$ cat src/rtl/micro_mult_seq.sv
// Sequential shift-add multiplier: one partial-product step per enabled clock,
// registered 2*WIDTH product plus a byte-selectable view for 8-bit output pins.
//
// state  | meaning
// -------+-----------------------------------------------------------
// IDLE   | waiting for start; prod holds last result
// RUN    | shift-add steps in progress, busy high
// DONE   | prod just updated, done high; may accept a new start
module micro_mult_seq #(
    parameter int WIDTH = 8
) (
    input  logic                 clk,
    input  logic                 rst_n,
    input  logic                 ena,
    input  logic                 start,
    input  logic [WIDTH-1:0]     a_in,
    input  logic [WIDTH-1:0]     b_in,
    input  logic                 byte_sel,
    output logic                 busy,
    output logic                 done,
    output logic [2*WIDTH-1:0]   prod,
    output logic [7:0]           out_byte
);

    localparam int PW = 2 * WIDTH;
    localparam int CW = $clog2(WIDTH + 1);

    typedef enum logic [1:0] {
        S_IDLE = 2'd0,
        S_RUN  = 2'd1,
        S_DONE = 2'd2
    } state_t;

    state_t           state_q;
    logic [WIDTH-1:0] mcand_q;
    logic [PW-1:0]    acc_q;
    logic [PW-1:0]    prod_q;
    logic [CW-1:0]    cnt_q;
    logic             busy_q;
    logic             done_q;

    logic [WIDTH:0]   sum_d;
    logic [PW-1:0]    acc_d;
    logic [WIDTH-1:0] addend;
    logic [31:0]      prod_ext;

    // Multiplier lives in the low half of the accumulator and is consumed LSB first.
    always_comb begin
        addend   = acc_q[0] ? mcand_q : {WIDTH{1'b0}};
        sum_d    = {1'b0, acc_q[PW-1:WIDTH]} + {1'b0, addend};
        acc_d    = {sum_d, acc_q[WIDTH-1:1]};
        prod_ext = 32'(prod_q);
        out_byte = byte_sel ? prod_ext[15:8] : prod_ext[7:0];
    end

    always_ff @(posedge clk or negedge rst_n) begin
        if (!rst_n) begin
            state_q <= S_IDLE;
            mcand_q <= '0;
            acc_q   <= '0;
            prod_q  <= '0;
            cnt_q   <= '0;
            busy_q  <= 1'b0;
            done_q  <= 1'b0;
        end else if (ena) begin
            case (state_q)
                S_IDLE, S_DONE: begin
                    done_q  <= 1'b0;
                    busy_q  <= 1'b0;
                    state_q <= S_IDLE;
                    if (start) begin
                        mcand_q <= a_in;
                        acc_q   <= {{WIDTH{1'b0}}, b_in};
                        cnt_q   <= '0;
                        busy_q  <= 1'b1;
                        state_q <= S_RUN;
                    end
                end
                S_RUN: begin
                    acc_q <= acc_d;
                    cnt_q <= cnt_q + CW'(1);
                    if (cnt_q == CW'(WIDTH - 1)) begin
                        prod_q  <= acc_d;
                        busy_q  <= 1'b0;
                        done_q  <= 1'b1;
                        state_q <= S_DONE;
                    end
                end
                default: begin
                    state_q <= S_IDLE;
                    busy_q  <= 1'b0;
                    done_q  <= 1'b0;
                end
            endcase
        end
    end

    assign busy = busy_q;
    assign done = done_q;
    assign prod = prod_q;

endmodule

$ cat config.mk
export PLATFORM = sky130hd
export DESIGN_NAME = micro_mult_seq
export DESIGN_NICKNAME = d
export VERILOG_FILES = /design/src/rtl/micro_mult_seq.sv
export SDC_FILE = /design/constraint.sdc
export NUM_CORES = 1
export LEC_CHECK = 0
export ABC_AREA = 1
export CAP_MARGIN = 20
export CELL_PAD_IN_SITES_DETAIL_PLACEMENT = 2
export CELL_PAD_IN_SITES_GLOBAL_PLACEMENT = 2
export CORE_ASPECT_RATIO = 2
export CORE_UTILIZATION = 30
export CTS_CLUSTER_DIAMETER = 80
export DETAILED_ROUTE_END_ITERATION = 6
export PLACE_DENSITY_LB_ADDON = 0.1
export SYNTH_ARGS = -nofsm -noshare
export SYNTH_HDL_FRONTEND = slang
export SYNTH_SLANG_ARGS = --single-unit
$ cat constraint.sdc
create_clock -name clk -period 2 [get_ports clk]
set_input_delay 0.4 -clock clk [delete_from_list [all_inputs] [get_ports clk]]
set_output_delay 0.4 -clock clk [all_outputs]
set_load 0.02 [all_outputs]
==> results of run 1 <==
-- registers in the layout, summed over array words and instances, names as in the netlist --
signal	count
done	1
acc_q	16
state_q	1
cnt_q	4
prod	16
mcand_q	8
-- how the worst min path moves through the flow --
stage	slack (ns)	cells past startpoint	endpoint
final	0.09	2	mcand_q[6]
after global routing	0.11	2	cnt_q[3]
after CTS	0.10	2	mcand_q[6]
after detailed placement	0.40	2	mcand_q[6]
after global placement	0.41	2	mcand_q[6]
after floorplan	0.10	0	acc_q[0]
-- report_power, final --
part / switching [mW] / internal (mW) / total [mW]
logic: 1.22 / 0.782 / 2.00
clock network: 0.347 / 0.484 / 0.831
registers: 0.238 / 1.26 / 1.50
-- routing by layer --
layer | global-route usage [%] | vias to the layer above | wire length [um]
met5 | 0 | - | 0
met4 | 6.266 | 0 | 97
met3 | 2.758 | 5 | 129
met2 | 40.38 | 27 | 4492
met1 | 19.96 | 1101 | 2685
li1 | - | 1037 | -
-- per-stage QoR --
| stage | hold slack [ns] | cell area (um2) |
|---|---|---|
| floorplan | 0.1044 | 2392 |
| global placement | 0.4085 | 3020 |
| detailed placement | 0.4047 | 3020 |
| CTS | 0.1016 | 3146 |
| global route | 0.1071 | 3148 |
| finish | 0.08708 | 3148 |
-- critical path: stages --
cell and delay [ns]:
sky130_fd_sc_hd__clkdlybuf4s50_1 0.45, sky130_fd_sc_hd__buf_12 0.17, sky130_fd_sc_hd__o21ai_0 0.17, sky130_fd_sc_hd__dlygate4sd2_1 0.35
-- synth_stat cells, types with 5 or more instances --
library cell	number	area (um2)
sky130_fd_sc_hd__nand3_1	18	90.09
sky130_fd_sc_hd__o22ai_1	5	31.28
sky130_fd_sc_hd__inv_1	30	112.6
sky130_fd_sc_hd__inv_2	5	18.77
sky130_fd_sc_hd__dfrtp_1	46	1151
sky130_fd_sc_hd__o21ai_2	5	43.79
sky130_fd_sc_hd__a21oi_1	7	35.03
sky130_fd_sc_hd__o21ai_1	5	25.02
sky130_fd_sc_hd__o21ai_0	9	45.04
sky130_fd_sc_hd__a31oi_1	5	31.28
sky130_fd_sc_hd__ha_1	9	112.6
sky130_fd_sc_hd__nand2_1	108	405.4
sky130_fd_sc_hd__nor2_1	13	48.80
-- layout make-up --
| cell class | instances | area (um2) |
|---|---|---|
| Clock buffer | 6 | 138.9 |
| Fill cell | 890 | 4509 |
| Inverter | 36 | 135.1 |
| Multi-Input combinational cell | 203 | 1059 |
| Sequential cell | 46 | 1151 |
| Tap cell | 94 | 117.6 |
| Timing Repair Buffer | 55 | 546.8 |
-- kinds of logic (layout without fill, tap and decap cells) --
logic type | count (synthesis) | in the layout | share of synthesized area (%)
buffers and inverters | 43 | 97 | 7.740
AO/OA/AOI/OAI | 40 | 40 | 10.41
AND/OR/NAND/NOR | 150 | 150 | 26.94
multiplexers | 2 | 2 | 0.8891
flip-flops | 46 | 46 | 48.12
XOR/XNOR | 1 | 1 | 0.3662
adder cells (fa/ha/maj) | 10 | 10 | 5.544
-- what timing repair did --
| item | 4_1_cts | 5_1_grt |
|---|---|---|
| setup endpoints to repair | 8 | 9 |
| gates resized for setup | 11 | 8 |
| pin swaps | 0 | 0 |
-- cell usage in the layout, fill, tap and decap left out, types with 2 or more instances in the layout --
cell type,n
sky130_fd_sc_hd__a21oi_1,7
sky130_fd_sc_hd__a31oi_1,5
sky130_fd_sc_hd__buf_12,3
sky130_fd_sc_hd__buf_2,2
sky130_fd_sc_hd__buf_4,6
sky130_fd_sc_hd__clkbuf_16,5
sky130_fd_sc_hd__clkdlybuf4s15_1,3
sky130_fd_sc_hd__clkdlybuf4s50_1,37
sky130_fd_sc_hd__dfrtp_1,46
sky130_fd_sc_hd__dlygate4sd2_1,2
sky130_fd_sc_hd__ha_1,9
sky130_fd_sc_hd__inv_1,30
sky130_fd_sc_hd__inv_2,5
sky130_fd_sc_hd__nand2_1,108
sky130_fd_sc_hd__nand2_2,2
sky130_fd_sc_hd__nand3_1,18
sky130_fd_sc_hd__nand3b_1,2
sky130_fd_sc_hd__nand4_1,2
sky130_fd_sc_hd__nor2_1,13
sky130_fd_sc_hd__nor2_4,2
sky130_fd_sc_hd__o21ai_0,9
sky130_fd_sc_hd__o21ai_1,5
sky130_fd_sc_hd__o21ai_2,5
sky130_fd_sc_hd__o22ai_1,5
==> summary.md, run 1 <==
- flops & latches, synth: 46
- effective utilization at floorplan: 31.24%
- Final Hold Viols: 0
- final clock period utilization by the worst path: 97.13%
- Pre-Repair DR Iteration Count: 4
- number of design-rule violations left by the first detailed-router iteration: 56
- launching element of the worst setup path: byte_sel
- floorplan core area: 7657 um2
- HPWL reported at the end of detailed placement: 5.796 mm
- wire length reported by the detailed router: 7.405 mm
- worst skew pair latency: 0.29 ns
- count of hold-fix buffers inserted at cts: 0
- commonest register cell after synthesis: sky130_fd_sc_hd__dfrtp_1
- capturing point of the worst reg2reg path: prod[12]
- largest net degree at the start of global routing: 47
- sequential area share after synthesis: 48.12%
- post-synthesis cell count: 292
- maximum number of buffers from clock root to sink: 2
- final global-route overflow total: 0
- Post-CTS Setup Bufs: 0
- All-Layer GR Usage: 20.00%
- Total Die Area: 8357 um2
- # Max-Cap Violations: 0
- Die Y: 128.3 um
- minimum setup slack after placement: -0.3276 ns
- warning count from the yosys run: 0
- post-route clock skew: 0.003413 ns
- overall power: 4.331 mW
- Setup CP Type: primary input to primary output
- count of nets left with antenna violations after detail routing: 0
- number of synthesized flops with an enable pin: 0
- routed wire length per instance: 16.83 um
- utilization of the core after routing: 41.11%
- routability congestion estimate: 0.7009
- DR vias: 2170
- Remaining DRCs: 0
- Pleak: 1.632 nW
- data arrival time at the worst-slack endpoint: 1.54 ns
- clock-pin slew of the registers on the worst-case setup and hold paths: 0.06 ns
- startpoint of the most critical register-to-register path: acc_q[0]
- end of the critical path: out_byte[0]
- Post-Layout Cell Count: 440
- post-DR vias/cell: 4.932
- Worst IR Drop VDD: 0.7061 mV
- post-route minimum period: 1.943 ns
- number of ports placed on the die boundary: 47
- Buffers on Ports: 46
- count of H-tree levels built during CTS: 2
- share of layout cells above drive strength 1: 11.27%
- # diodes: 0
- post-synthesis to final-layout area growth: 31.59%
- Final Slew Violations: 0
- largest fanout on the critical path: 15
- worst slew pin tran: 0.3774 ns
- antenna violations before repair: 0
- final count of negative-setup-slack endpoints: 0
- type of the most critical hold path: primary input to asynchronous set/reset pin
- required time worst endpoint: 1.60 ns
- crit path capture type: primary output
- DP Cell Count: 434
- Num CTS Buffers: 5
- worst slew slack as a fraction of its limit: 74.80%
- Sum Neg Setup Slack: 0 ns
- type of origin of the critical path: primary input
- achievable frequency: 514.7 MHz
- combined area of all synthesized cells: 2392 um2
- post-route setup slack: 0.05731 ns
- clock tree root buffer cell: sky130_fd_sc_hd__clkbuf_16
- die span in x: 65.15 um
- Post-Synthesis Mean Instance Area: 8.193 um2
- asr flop ratio synth: 100.0%
- power density over cell area: 1376 nW/um2
- CTS tree: built
- wire length of the first global-routing pass: 12.41 mm
- setup repair after global routing missed its margin: false
- Register-to-Register Path Depth: 9
- row count: 45
- Reg2Reg Setup Slack: 0.15 ns
- via count of the first global-routing pass: 2470
- status: complete, no violations
- number of unique standard cell types used by synthesis: 33
- Net Count, Synth: 323
- total number of clock tree sinks: 46
- number of nets in the final layout: 378
(Power assumes the default switching activity.)
==> inputs of run 2 (changes only) <==
clock period = 2.05 ns   (was 2 ns; I/O delays follow)
==> run 2 against run 1 <==
Against the previous run: combinational power decreased by 3%; global-route usage about the same; sequential cell count unchanged; largest cell class unchanged; setup slack improved by 0.018 ns; largest power group unchanged; sequential power about the same; wire length decreased by 1.7%; count of clock-buffer cells in the layout increased by 1.
==> summary.md, run 2 (synthesis gave the netlist of run 1 again) <==
- die span in x: 65.15 um
- final clock period utilization by the worst path: 96.34%
- row count: 45
- clock-pin slew of the registers on the worst-case setup and hold paths: 0.06 ns
- Reg2Reg Setup Slack: 0.20 ns
- Logic pwr share: 46.1%
- number of ports placed on the die boundary: 47
- Die Y: 128.3 um
- cell internal pwr: 2.428 mW
- post-synthesis to final-layout area growth: 30.02%
- commonest non-fill, non-tap cells in the layout: sky130_fd_sc_hd__nand2_1 (108), sky130_fd_sc_hd__dfrtp_1 (46), sky130_fd_sc_hd__clkdlybuf4s50_1 (37)
- effective utilization at floorplan: 31.24%
- antenna violations before repair: 0
- overall power: 4.176 mW
- startpoint of the most critical register-to-register path: acc_q[0]
- HPWL reported at the end of detailed placement: 5.693 mm
- worst slew slack as a fraction of its limit: 58.23%
- CTS tree: built
- post-detailed-placement cell area: 2993 um2
- cell class contributing the biggest share of worst-path delay: buffers and inverters
- count of H-tree levels built during CTS: 2
- net switching share of the total power: 41.85%
- achievable frequency: 506.3 MHz
- final global-route overflow total: 0
- largest fanout on the critical path: 15
- post-DR vias/cell: 4.886
- via count of the first global-routing pass: 2477
- Post-CTS Setup Bufs: 0
- number of nets in the final layout: 376
- count of nets left with antenna violations after detail routing: 0
- clock tree root buffer cell: sky130_fd_sc_hd__clkbuf_16
- setup repair after global routing missed its margin: false
- critical path, cell by cell: clkdlybuf4s50_1 -> buf_12 -> nor2_1 -> a21oi_1 -> dlygate4sd2_1
- switching component of the power: 1.747 mW
- required time worst endpoint: 1.64 ns
- post-route clock skew: 0.002914 ns
- Remaining DRCs: 0
- crit path capture type: primary output
- number of resized instances in the post-cts repair step: 11
- Pre-Repair DR Iteration Count: 4
- utilization of the core after routing: 40.62%
- critical-path cell with the highest stage delay: sky130_fd_sc_hd__clkdlybuf4s50_1
- Pleak: 1.614 nW
- count of hold-fix buffers inserted at cts: 0
- DP Cell Count: 432
- Post-Layout Cell Count: 439
- Final Hold Viols: 0
- DR vias: 2145
- Clock power frac: 18.7%
- Total Die Area: 8357 um2
- Buffers on Ports: 46
- maximum number of buffers from clock root to sink: 2
- type of origin of the critical path: primary input
- routability congestion estimate: 0.7074
- All-Layer GR Usage: 20.00%
- wire length reported by the detailed router: 7.277 mm
- data arrival time at the worst-slack endpoint: 1.57 ns
- routed wire length per instance: 16.58 um
- worst slew pin tran: 0.6266 ns
- total number of clock tree sinks: 46
- sequential share of power: 35.2%
- post-route minimum period: 1.975 ns
- final count of negative-setup-slack endpoints: 0
- commonest non-fill, non-tap cell in the layout: sky130_fd_sc_hd__nand2_1
- area of all placed cells without fillers: 3110 um2
- wire length of the first global-routing pass: 12.31 mm
- worst skew pair latency: 0.29 ns
- capturing point of the worst reg2reg path: prod[15]
- type of the most critical hold path: primary input to asynchronous set/reset pin
- Final Slew Violations: 0
- share of layout cells above drive strength 1: 10.43%
- buffer and inverter count on the worst path: 3
- number of design-rule violations left by the first detailed-router iteration: 54
- highest cell delay on the worst timing path: 0.51 ns
- # diodes: 0
- Register-to-Register Path Depth: 12
- power density over cell area: 1343 nW/um2
- largest net degree at the start of global routing: 47
- Worst IR Drop VDD: 0.6848 mV
- Num CTS Buffers: 5
- floorplan core area: 7657 um2
- Setup CP Type: primary input to primary output
- # Max-Cap Violations: 0
- status: complete, no violations
-- run 2: layer usage --
layer	part of all wire, %	track usage [%]	routed length (um)
met2	61	39.77	4429
met1	35	20.21	2583
met4	1.6	6.905	114
met5	0	0	0
met3	2.0	2.758	149
-- run 2: power groups by stage --
| stage | sequential, mW | combinational [mW] | clock [mW] |
|---|---|---|---|
| floorplan | 1.53 | 1.14 | 0 |
| detailed placement | 1.49 | 1.99 | 0 |
| global route | 1.51 | 2.16 | 0.832 |
| CTS | 1.48 | 1.98 | 0.812 |
| global placement | 1.47 | 1.92 | 0 |
| finish | 1.47 | 1.93 | 0.780 |
-- run 2: worst max path at each step --
stage | from | end | depth (start not counted) | slack [ns]
5_1_grt | byte_sel | out_byte[4] | 4 | 0.01
3_5_place_dp | byte_sel | out_byte[1] | 4 | -0.30
2_1_floorplan | acc_q[0] | acc_q[15] | 13 | 0.26
6_report | byte_sel | out_byte[2] | 5 | 0.07
4_1_cts | byte_sel | out_byte[3] | 5 | 0.02
3_3_place_gp | byte_sel | out_byte[1] | 4 | -0.28
-- run 2: per-stage QoR --
stage               setup TNS (ns)  hold slack, ns  setup WS, ns
floorplan                        0          0.1144        0.2593
global placement            -1.473          0.4694       -0.2783
detailed placement          -1.743          0.4774       -0.3046
CTS                              0          0.2486       0.01588
global route                     0          0.2684       0.01216
finish                           0          0.2100       0.07497
-- run 2: cell type report --
| cell class | instances | area [um2] |
|---|---|---|
| Fill cell | 929 | 4547 |
| Tap cell | 94 | 117.6 |
| Inverter | 36 | 135.1 |
| Multi-Input combinational cell | 203 | 1059 |
| Clock buffer | 7 | 132.6 |
| Sequential cell | 46 | 1151 |
| Timing Repair Buffer | 53 | 515.5 |
-- run 2: worst reg2reg max path, stage by stage, from the launching register on --
cell and delay [ns]:
sky130_fd_sc_hd__dfrtp_1 0.41, sky130_fd_sc_hd__nand2_1 0.07, sky130_fd_sc_hd__inv_1 0.05, sky130_fd_sc_hd__ha_1 0.20, sky130_fd_sc_hd__fa_2 0.37, sky130_fd_sc_hd__nand2_1 0.08
sky130_fd_sc_hd__nand2_1 0.10, sky130_fd_sc_hd__nand3_1 0.12, sky130_fd_sc_hd__nand2_1 0.09, sky130_fd_sc_hd__nand2_1 0.08, sky130_fd_sc_hd__nand2_1 0.07, sky130_fd_sc_hd__nand2_1 0.06
sky130_fd_sc_hd__nand2_1 0.04
==> inputs of run 3 (changes only) <==
CORE_UTILIZATION = 27   (was 30)
clock period = 1.6 ns   (was 2.05 ns; I/O delays follow)
==> run 3 against run 2 <==
Against the previous run: the flow now finishes with violations (negative setup slack); count of clock-buffer cells in the layout decreased by 1; final cell count increased by 7.3%; power increased by 49%; critical path depth increased by 4; sequential cell count unchanged; clock skew decreased by 0.00089 ns; via count increased by 6.0%; hold slack got worse by 0.20 ns.
==> summary.md, run 3 (synthesis gave the netlist of run 1 again) <==
- capturing point of the worst reg2reg path: acc_q[11]
- Remaining DRCs: 0
- number of nets in the final layout: 401
- critical path, cell by cell: nand2_1 -> inv_2 -> ha_4 -> fa_2 -> nand2_2 -> nand2_4 -> a21o_1 -> nand3_1 -> nand2_1
- routed wire length per instance: 17.26 um
- floorplan core area: 8588 um2
- largest net degree at the start of global routing: 47
- crit path capture type: flip-flop
- Num CTS Buffers: 5
- wire length reported by the detailed router: 8.129 mm
- highest cell delay on the worst timing path: 0.40 ns
- number of design-rule violations left by the first detailed-router iteration: 40
- Setup CP Type: flip-flop to flip-flop
- post-route clock skew: 0.002022 ns
- achievable frequency: 584.1 MHz
- Final Hold Viols: 0
- die span in x: 68.56 um
- status: complete, but fails checks
- Worst IR Drop VDD: 0.8901 mV
- via count of the first global-routing pass: 2561
- HPWL reported at the end of detailed placement: 5.877 mm
- total number of clock tree sinks: 46
- All-Layer GR Usage: 19.78%
- Total Die Area: 9264 um2
- worst slew pin tran: 0.3851 ns
- # Max-Cap Violations: 0
- clock-pin slew of the registers on the worst-case setup and hold paths: 0.07 ns
- Reg2Reg Setup Slack: -0.11 ns
- largest fanout on the critical path: 3
- routability congestion estimate: 0.7168
- final count of negative-setup-slack endpoints: 8
- Die Y: 135.1 um
- commonest non-fill, non-tap cell in the layout: sky130_fd_sc_hd__nand2_1
- Pleak: 1.802 nW
- power density over cell area: 1764 nW/um2
- DR vias: 2274
- worst slew slack as a fraction of its limit: 74.29%
- worst hold slack: 0.006799 ns
- Buffers on Ports: 46
- antenna violations before repair: 0
- required time worst endpoint: 1.78 ns
- maximum number of buffers from clock root to sink: 2
- violated checks: negative setup slack
- count of H-tree levels built during CTS: 2
- clock tree root buffer cell: sky130_fd_sc_hd__clkbuf_16
- most frequent cell on the critical path: sky130_fd_sc_hd__nand2_1
- number of ports placed on the die boundary: 47
- post-route minimum period: 1.712 ns
- Sum Neg Setup Slack: -0.7779 ns
- share of layout cells above drive strength 1: 28.03%
- post-route setup slack: -0.1121 ns
- count of nets left with antenna violations after detail routing: 0
- final clock period utilization by the worst path: 107.0%
- # diodes: 0
- final global-route overflow total: 0
- commonest non-fill, non-tap cells in the layout: sky130_fd_sc_hd__nand2_1 (94), sky130_fd_sc_hd__dfrtp_1 (46), sky130_fd_sc_hd__inv_1 (24), sky130_fd_sc_hd__buf_4 (24), sky130_fd_sc_hd__clkdlybuf4s50_1 (20)
- Register-to-Register Path Depth: 9
- data arrival time at the worst-slack endpoint: 1.90 ns
- setup repair after global routing missed its margin: true
- Pre-Repair DR Iteration Count: 4
- row count: 48
- post-DR vias/cell: 4.828
- worst skew pair latency: 0.29 ns
- CTS tree: built
- type of origin of the critical path: flip-flop
- overall power: 6.234 mW
- wire length of the first global-routing pass: 13.00 mm
- utilization of the core after routing: 41.16%
- type of the most critical hold path: primary input to asynchronous set/reset pin
- critical-path cell with the highest stage delay: sky130_fd_sc_hd__dfrtp_1
- post-synthesis to final-layout area growth: 47.75%
- Final Slew Violations: 0
- count of hold-fix buffers inserted at cts: 0
- startpoint of the most critical register-to-register path: mcand_q[0]
- effective utilization at floorplan: 27.86%
==> run 3: cell count changes in the layout (fill, tap and decap cells not counted), sizes merged, moves of 2 or more <==
cell	before	now
buf	9	40
dlygate4sd2	6	16
clkdlybuf4s50	37	20
clkbuf	8	6
==> run 3: critical path: cells and delay by family (launching register included) <==
kind	cells	cell delay (ns)
fa+ha+maj	2	0.53
buf+inv	1	0.05
simple gates	5	0.40
compound gates	1	0.22
flops	1	0.40
==> run 3: report_power, final <==
| part | internal (mW) | switching [mW] |
|---|---|---|
| sequential | 1.58 | 0.321 |
| combinational | 1.43 | 1.82 |
| clock | 0.620 | 0.468 |
| total | 3.62 | 2.61 |
==> run 3: metal layers <==
layer	up-vias	part of all wire (%)	track usage (%)
li1	1088	-	-
met3	6	1.6	2.787
met5	-	0	0
met1	1156	36	19.84
met4	0	1.5	6.597
met2	24	61	38.62
==> run 3: worst max path at each step <==
| stage | from | endpoint | slack (ns) | depth (start not counted) |
|---|---|---|---|---|
| CTS | mcand_q[0] | acc_q[15] | -0.14 | 12 |
| floorplan | acc_q[0] | acc_q[15] | -0.10 | 13 |
| global route | mcand_q[0] | acc_q[15] | -0.24 | 12 |
| detailed placement | byte_sel | out_byte[1] | -0.56 | 4 |
| finish | mcand_q[0] | acc_q[11] | -0.11 | 9 |
| global placement | byte_sel | out_byte[1] | -0.55 | 4 |
==> run 3: stage by stage <==
stage	cell area (um2)	setup WS, ns	std cells
after floorplan	2410	-0.1018	292
after global placement	3161	-0.5515	455
after detailed placement	3161	-0.5648	455
after CTS	3415	-0.1440	468
after global routing	3535	-0.2355	471
final	3535	-0.1121	471
==> run 3: area by class of cell <==
cell class / instances / area, um2
fillers: 978 / 5054
multi-input cells: 203 / 1247
clock inverters: 2 / 12.51
repair buffers: 78 / 724.4
clock buffers: 6 / 138.9
flip-flops and latches: 46 / 1151
well taps: 100 / 125.1
inverters: 36 / 135.1
==> run 3: what timing repair did <==
item,4_1_cts,5_1_grt
gates resized for setup,74,25
pin swaps,13,11
setup endpoints to repair,37,17
endpoints found under the hold margin,0,0
buffers inserted,4,3
gates cloned,1,0
